[src/rtl/stream_comp_loader.sv]
`default_nettype none
// +----------------------------------------------------------------------------+
// | stream_comp_loader: splits cmd/len/data packets into three FIFOs with      |
// | population-based throttling; STREAM_LOADER_LEN_CHECK_EN rejects bad lens. |
// | Revision 1.0                                                               |
// +----------------------------------------------------------------------------+
module stream_comp_loader #(
  parameter int WIDTH       = 5,
  parameter int BUFFER_SIZE = 10,
  parameter int MAX_LEN     = 10
) (
  input  logic                           clk,
  input  logic                           rst,
  input  logic                           in_valid,
  output logic                           in_ready,
  input  logic [WIDTH-1:0]               in_word,
  input  logic [$clog2(BUFFER_SIZE)-1:0] pop_in_command_fifo,
  input  logic [$clog2(BUFFER_SIZE)-1:0] pop_in_length_fifo,
  input  logic [$clog2(BUFFER_SIZE)-1:0] pop_in_data_fifo,
  output logic                           wr_en_input,
  output logic [WIDTH-1:0]               command_in,
  output logic [WIDTH-1:0]               length_in,
  output logic                           wr_en_input_data,
  output logic [WIDTH-1:0]               data_in,
  output logic [1:0]                     state,
  output logic                           pkt_done,
  output logic [7:0]                     pkt_count,
  output logic                           err_len
);

  localparam int POP_W = $clog2(BUFFER_SIZE);
  localparam int SUM_W = POP_W + 1;
  localparam logic [SUM_W-1:0] C_BUF_LIM = SUM_W'(BUFFER_SIZE);

  typedef enum logic [1:0] {
    ST_CMD  = 2'd0,
    ST_LEN  = 2'd1,
    ST_DATA = 2'd2
  } state_t;

  state_t           state_q, state_d;
  logic [WIDTH-1:0] cmd_q, cmd_d;
  logic [WIDTH-1:0] rem_q, rem_d;
  logic [WIDTH-1:0] command_in_q, command_in_d;
  logic [WIDTH-1:0] length_in_q, length_in_d;
  logic [WIDTH-1:0] data_in_q, data_in_d;
  logic             wr_en_input_q, wr_en_input_d;
  logic             wr_en_input_data_q, wr_en_input_data_d;
  logic             pkt_done_q, pkt_done_d;
  logic             err_len_q, err_len_d;
  logic [7:0]       pkt_count_q, pkt_count_d;

  logic [SUM_W-1:0] cmd_fill, len_fill, data_fill;
  logic             cmd_space, len_space, data_space;
  logic             accept;
  logic             len_reject;

  // The registered strobe stands in for the write the FIFO has not yet counted.
  always_comb begin
    cmd_fill   = SUM_W'(pop_in_command_fifo) + SUM_W'(wr_en_input_q);
    len_fill   = SUM_W'(pop_in_length_fifo)  + SUM_W'(wr_en_input_q);
    data_fill  = SUM_W'(pop_in_data_fifo)    + SUM_W'(wr_en_input_data_q);
    cmd_space  = (cmd_fill  < C_BUF_LIM);
    len_space  = (len_fill  < C_BUF_LIM);
    data_space = (data_fill < C_BUF_LIM);
  end

  always_comb begin
    in_ready = 1'b0;
    case (state_q)
      ST_CMD:  in_ready = 1'b1;
      ST_LEN:  in_ready = cmd_space && len_space;
      ST_DATA: in_ready = data_space;
      default: in_ready = 1'b0;
    endcase
  end

  assign accept = in_valid && in_ready;

`ifdef STREAM_LOADER_LEN_CHECK_EN
  assign len_reject = (in_word == '0) || (32'(in_word) > 32'(MAX_LEN));
`else
  assign len_reject = 1'b0;
`endif

  always_comb begin
    state_d            = state_q;
    cmd_d              = cmd_q;
    rem_d              = rem_q;
    command_in_d       = command_in_q;
    length_in_d        = length_in_q;
    data_in_d          = data_in_q;
    wr_en_input_d      = 1'b0;
    wr_en_input_data_d = 1'b0;
    pkt_done_d         = 1'b0;
    err_len_d          = 1'b0;
    pkt_count_d        = pkt_count_q;

    case (state_q)
      ST_CMD: begin
        if (accept) begin
          cmd_d   = in_word;
          state_d = ST_LEN;
        end
      end

      ST_LEN: begin
        if (accept) begin
          if (len_reject) begin
            err_len_d = 1'b1;
            state_d   = ST_CMD;
          end else begin
            wr_en_input_d = 1'b1;
            command_in_d  = cmd_q;
            length_in_d   = in_word;
            rem_d         = in_word;
            if (in_word == '0) begin
              pkt_done_d  = 1'b1;
              pkt_count_d = pkt_count_q + 8'd1;
              state_d     = ST_CMD;
            end else begin
              state_d = ST_DATA;
            end
          end
        end
      end

      ST_DATA: begin
        if (accept) begin
          wr_en_input_data_d = 1'b1;
          data_in_d          = in_word;
          rem_d              = rem_q - 1'b1;
          if (rem_q == WIDTH'(1)) begin
            pkt_done_d  = 1'b1;
            pkt_count_d = pkt_count_q + 8'd1;
            state_d     = ST_CMD;
          end
        end
      end

      default: state_d = ST_CMD;
    endcase
  end

  always_ff @(posedge clk or posedge rst) begin
    if (rst) begin
      state_q            <= ST_CMD;
      cmd_q              <= '0;
      rem_q              <= '0;
      command_in_q       <= '0;
      length_in_q        <= '0;
      data_in_q          <= '0;
      wr_en_input_q      <= 1'b0;
      wr_en_input_data_q <= 1'b0;
      pkt_done_q         <= 1'b0;
      err_len_q          <= 1'b0;
      pkt_count_q        <= 8'd0;
    end else begin
      state_q            <= state_d;
      cmd_q              <= cmd_d;
      rem_q              <= rem_d;
      command_in_q       <= command_in_d;
      length_in_q        <= length_in_d;
      data_in_q          <= data_in_d;
      wr_en_input_q      <= wr_en_input_d;
      wr_en_input_data_q <= wr_en_input_data_d;
      pkt_done_q         <= pkt_done_d;
      err_len_q          <= err_len_d;
      pkt_count_q        <= pkt_count_d;
    end
  end

  assign state            = state_q;
  assign wr_en_input      = wr_en_input_q;
  assign command_in       = command_in_q;
  assign length_in        = length_in_q;
  assign wr_en_input_data = wr_en_input_data_q;
  assign data_in          = data_in_q;
  assign pkt_done         = pkt_done_q;
  assign pkt_count        = pkt_count_q;
  assign err_len          = err_len_q;

endmodule

`default_nettype wire
[config.mk]
export PLATFORM = sky130hd
export DESIGN_NAME = stream_comp_loader
export DESIGN_NICKNAME = d
export VERILOG_FILES = /design/src/rtl/stream_comp_loader.sv
export SDC_FILE = /design/constraint.sdc
export NUM_CORES = 1
export LEC_CHECK = 0
export ABC_AREA = 1
export ABC_CLOCK_PERIOD_IN_PS = 3600
export CAP_MARGIN = 40
export CORE_AREA = 2 2 94 51
export DETAILED_ROUTE_END_ITERATION = 8
export DIE_AREA = 0 0 96 53
export GPL_TIMING_DRIVEN = 0
export PLACE_DENSITY = 0.81
export SLEW_MARGIN = 20
export SYNTH_ARGS = -nofsm -noshare
export SYNTH_HDL_FRONTEND = slang
export SYNTH_SLANG_ARGS = --single-unit
[constraint.sdc]
create_clock -name clk -period 3.6 [get_ports clk]
set_clock_uncertainty 0.2 [all_clocks]
set_input_delay 0.36 -clock clk [delete_from_list [all_inputs] [get_ports clk]]
set_output_delay 0.36 -clock clk [all_outputs]
set_load 0.01 [all_outputs]
==> impl_metrics.tcl, run 1 <==
set metrics [dict create \
    initial_core_util_pct 50.8 \
    ir_drop_mv 0.408 \
    drtIter0Drc 85 \
    fillers 364 \
    htree_levels 2 \
    grt_overflow_total 0 \
    clock_path_buffers 2 \
    die_x_microns 96 \
    synth_area_leaders "dfrtp_1 44%, nand2_1 17%, o21ai_0 7.2%" \
    setup_violations 0 \
    nNetsFinal 367 \
    first_pass_iters 4 \
    syn-num-nets 311 \
    core_area_sq_um 4230 \
    power.leakage_nw 1.43 \
    gp_congestion 0.839 \
    power_density_nw_per_um2 703 \
    wl_per_cell_microns 11.9 \
    cts_hold_buf 0 \
    syn_area_sq_um 2150 \
    synth_edf_count 0 \
    max_freq_mhz 348 \
    drive_gt1_share_pct 6.80 \
    hold_class "in -> async" \
    cp_max_fo 3 \
    grt_max_degree 27 \
    row_count 17 \
    finalMaxSlewViolations 0 \
    grt_pass1_vias 1845 \
    hold_viol_final 0 \
    end_kind "output pin" \
    grt_pass1_wl_microns 8320 \
    startpoint_type "primary input" \
    post_cts_buffers 0 \
    vias 1932 \
    portBuffers 48 \
    post_cts_resize_count 0 \
    cp.arrival_ps 2310 \
    synth_warnings 0 \
    netlist.area_leader.share_pct 44.3 \
    drc 0 \
    place_hpwl_microns 3650 \
    syn_avg_cell_area_sq_um 7.65 \
    diodes 0 \
    die_area_sq_um 5090 \
    fp.dieH_microns 53 \
    r2r_cells 9 \
    clock_latency_ps 290 \
    ys_seq_area_share_pct 44.3 \
    clock_sinks 38 \
    synth_cells 281 \
    syn2layout_area_growth_pct 30.9 \
    grt_antenna_before_repair 0 \
    cts-root-buf "clkbuf_8" \
    reg2reg_slack_ps 1450 \
    cts_tree "done" \
    ys_types 27 \
    finalWirelength_microns 4720 \
    avgViaCountPerCell 4.89 \
    rsz0062_at_grt "no" \
    regToRegStartpoint "state[0]$_DFFE_PP0P_" \
    synth.most_common_cell "nand2_1" \
    cp.required_ps 3040 \
    crit_type "in -> out" \
    fin_tns_setup_ps 0 \
    power_mw 1.98 \
    synth_top_flop_cell "dfrtp_1" \
    synth_seq_cells 38 \
    rr_endpoint "pkt_count[6]$_DFFE_PP0P_" \
    drv_cap 0 \
    fin_crit_ps 2870 \
    grt_usage_pct 22.0 \
    antenna_left 0 \
    yosysTopAreaCell "dfrtp_1" \
    pin_count 50 \
    ys_top_cells_by_count "95 x nand2_1, 38 x dfrtp_1, 36 x inv_1, 31 x o21ai_0, 20 x nand3_1" \
    min_period_over_period_pct 79.8 \
    cts_buffers 5 \
    synthArstFlopShare_pct 100 \
    status "finished clean" \
    clkTransAtPathRegs_ps 70 \
]
power breakdown:
| group | total [mW] | switching, mW | internal, mW |
|---|---|---|---|
| Combinational | 0.973 | 0.546 | 0.427 |
| Clock | 0.301 | 0.147 | 0.154 |
| Sequential | 0.702 | 0.115 | 0.587 |
| Total | 1.98 | 0.808 | 1.17 |
cells by family (layout without fill, tap and decap cells):
group | count (synthesis) | after routing | synth area share, %
and+or+nand+nor | 144 | 144 | 29.1
buffers and inverters | 43 | 100 | 8.33
AOI/OAI and AO/OA | 38 | 38 | 9.49
DFF | 38 | 38 | 44.3
adders and majority gates | 10 | 10 | 5.82
xor gates and xnor gates | 7 | 7 | 2.85
other | 1 | 1 | 0.175
sequential cells by signal (all words and copies together) (netlist names):
signal,cells
data_in,5
wr_en_input,1
command_in,5
wr_en_input_data,1
length_in,5
pkt_done,1
state,2
rem_q,5
pkt_count,8
cmd_q,5
per-stage QoR:
| step | std cells | hold WS [ps] | setup WS [ps] | util, % | area, sq um |
|---|---|---|---|---|---|
| 6_report | 395 | 131 | 729 | 66.4 | 2810 |
| 3_5_place_dp | 387 | 269 | 721 | 64.3 | 2720 |
| 2_1_floorplan | 281 | 249 | 1650 | - | 2150 |
| 4_1_cts | 395 | 139 | 721 | 66.4 | 2810 |
| 5_1_grt | 395 | 167 | 483 | 66.4 | 2810 |
| 3_3_place_gp | 386 | 265 | 784 | 63.8 | 2700 |
cell usage in the layout, fill, tap and decap left out, types with 3 or more instances in the layout:
master | synthesis | final
nand2_1 | 95 | 95
clkdlybuf4s50_1 | 0 | 48
dfrtp_1 | 38 | 38
inv_1 | 36 | 35
o21ai_0 | 31 | 31
nand3_1 | 20 | 20
nor2_1 | 18 | 18
ha_1 | 10 | 10
clkbuf_8 | 0 | 6
xor2_1 | 4 | 4
clkbuf_1 | 2 | 3
xnor2_1 | 3 | 3
critical path: stages:
cell             delay, ps
clkdlybuf4s50_1        400
nand2_1                100
inv_1                   50
ha_1                   200
inv_1                   60
nand2_1                 40
nand2_1                 60
nand2_1                 50
nand3_1                 90
nand2_1                 50
nor2_1                  90
nor2_1                  60
nor2_2                 140
clkdlybuf4s50_1        570
layout make-up:
cell class | instances | area [sq um] | share of cell area [%]
Buffer | 7 | 43.8 | 1.56
Clock buffer | 7 | 86.3 | 3.07
Clock inverter | 1 | 5.00 | 0.178
Inverter | 36 | 135 | 4.81
Multi-Input combinational cell | 200 | 1020 | 36.2
Sequential cell | 38 | 951 | 33.8
Tap cell | 57 | 71.3 | 2.54
Timing Repair Buffer | 49 | 500 | 17.8
how the worst max path moves through the flow:
stage                           from                       end  slack [ps]
2_1_floorplan  wr_en_input$_DFF_PP0_  pkt_count[0]$_DFFE_PP0P_        1650
3_3_place_gp   pop_in_length_fifo[0]                  in_ready         780
3_5_place_dp   pop_in_length_fifo[0]                  in_ready         720
4_1_cts        pop_in_length_fifo[0]                  in_ready         720
5_1_grt        pop_in_length_fifo[0]                  in_ready         480
6_report       pop_in_length_fifo[0]                  in_ready         730
per-layer routing:
metal,track usage (%),up-vias,wire length [microns]
li1,-,995,-
met3,5.98,7,287
met1,30.0,880,2410
met5,0,-,0
met2,33.6,50,1960
met4,7.86,0,62
Power figures use the tool's default switching activity.
==> inputs of run 2 (changes only) <==
ABC_CLOCK_PERIOD_IN_PS = 2620   (was 3600)
CORE_AREA = 2 2 101 54   (was 2 2 94 51)
DIE_AREA = 0 0 103 56   (was 0 0 96 53)
PLACE_DENSITY = 0.75   (was 0.81)
clock period = 2.62 ns   (was 3.6 ns; I/O delays follow)
==> impl_metrics.tcl, run 2 (synthesis gave the netlist of run 1 again) <==
set metrics [dict create \
    timing.final.ws_setup_ps 308 \
    grt_antenna_before_repair 0 \
    pin_count 50 \
    cp_num_buf_inv 2 \
    gp_congestion 0.795 \
    syn2layout_area_growth_pct 31.6 \
    diodes 0 \
    grt_pass1_wl_microns 8230 \
    setup_violations 0 \
    portBuffers 48 \
    fin_tns_setup_ps 0 \
    die_area_sq_um 5770 \
    drtIter0Drc 81 \
    max_freq_mhz 433 \
    core_area_sq_um 4820 \
    rsz0062_at_grt "no" \
    cp.required_ps 2160 \
    startpoint_type "flip-flop" \
    power_mw 2.71 \
    fin_crit_ps 2310 \
    crit_type "reg -> out" \
    hold_class "in -> async" \
    path_cells "nand2_1 -> inv_1 -> ha_1 -> nand3_1 -> nand2_1 -> nor2_1 -> nand2_1 -> nor2_1 -> nor2_1 -> nor2_2 -> clkbuf_2" \
    grt_overflow_total 0 \
    power_density_nw_per_um2 960 \
    finalMaxSlewViolations 0 \
    power.leakage_nw 1.43 \
    grt_max_degree 29 \
    htree_levels 2 \
    largest_register_ffs 8 \
    antenna_left 0 \
    place_hpwl_microns 3730 \
    grt_pass1_vias 1905 \
    finalWirelength_microns 4820 \
    hold_viol_final 0 \
    clkTransAtPathRegs_ps 70 \
    cp.arrival_ps 1850 \
    drive_gt1_share_pct 7.40 \
    cp_slowest_cell "dfrtp_1" \
    end_kind "output pin" \
    first_pass_iters 5 \
    cts-root-buf "clkbuf_8" \
    initial_core_util_pct 44.6 \
    fillers 456 \
    nNetsFinal 367 \
    clock_latency_ps 290 \
    grt_usage_pct 18.3 \
    status "finished clean" \
    clock_path_buffers 2 \
    crit_family "simple AND/OR/NAND/NOR gates" \
    layout_common_cells "95 x nand2_1, 47 x clkdlybuf4s50_1, 38 x dfrtp_1" \
    avgViaCountPerCell 4.76 \
    min_period_over_period_pct 88.2 \
    ir_drop_mv 0.459 \
    pre_cts_ws_ps -55.6 \
    cts_hold_buf 0 \
    drc 0 \
    cp_max_fo 3 \
    clock_sinks 38 \
    die_x_microns 103 \
    vias 1943 \
    final_common_cell "nand2_1" \
    cts_buffers 5 \
    row_count 18 \
    drv_cap 0 \
    critPathMaxStageDelay_ps 400 \
    cts_tree "done" \
    wl_per_cell_microns 11.8 \
    fp.dieH_microns 56 \
    post_cts_buffers 0 \
]
run 2: cell count changes in the layout (fill, tap and decap cells not counted):
cell | previous run | this run
clkbuf_1 | 3 | 2
clkbuf_2 | 0 | 1
clkdlybuf4s50_1 | 48 | 47
clkinvlp_4 | 0 | 1
run 2: through the flow:
step	utilization, %	cell area [sq um]	cells	hold slack [ps]
global placement	56.4	2720	399	260
finish	58.6	2830	408	13.8
CTS	58.7	2830	408	12.5
global route	58.6	2830	408	20.0
floorplan	-	2150	281	179
detailed placement	56.8	2740	400	271
run 2: final cells by class:
| class | count | area [sq um] | area share [%] |
|---|---|---|---|
| multi-input cells | 200 | 1020 | 36.0 |
| flip-flops and latches | 38 | 951 | 33.6 |
| repair buffers | 49 | 495 | 17.5 |
| inverters | 36 | 135 | 4.78 |
| well taps | 70 | 87.6 | 3.10 |
| clock buffers | 6 | 82.6 | 2.92 |
| plain buffers | 7 | 43.8 | 1.55 |
| clock inverters | 2 | 12.5 | 0.443 |
run 2: routing by layer:
layer,up-vias,part of all wire [%],GRT usage (%)
met5,-,0,0
met4,0,0.87,5.08
met3,4,3.1,6.03
met2,28,50,30.6
met1,919,46,22.7
li1,992,-,-
run 2: path summary, 6_finish.rpt:
kind / start / end / slack, ps / cells after the start
setup / recovery: wr_en_input$_DFF_PP0_ / in_ready / 310 / 11
hold / removal: rst / state[0]$_DFFE_PP0P_ / 10 / 2
setup reg to reg: wr_en_input$_DFF_PP0_ / data_in[2]$_DFFE_PP0P_ / 480 / 13
hold reg to reg: cmd_q[4]$_DFFE_PP0P_ / command_in[4]$_DFFE_PP0P_ / 290 / 2
min in group clk: cmd_q[4]$_DFFE_PP0P_ / command_in[4]$_DFFE_PP0P_ / 290 / 2
max in group asynchronous: rst / wr_en_input_data$_DFF_PP0_ / 1790 / 3
run 2: what timing repair did:
action,CTS,global route
gates resized for setup,1,2
endpoints found under the setup margin,1,1
endpoints found under the hold margin,0,0
run 2: report_power, final:
| part | switching [mW] | internal, mW | total, mW |
|---|---|---|---|
| Combinational | 0.755 | 0.576 | 1.33 |
| Clock | 0.211 | 0.211 | 0.423 |
| Sequential | 0.154 | 0.806 | 0.960 |
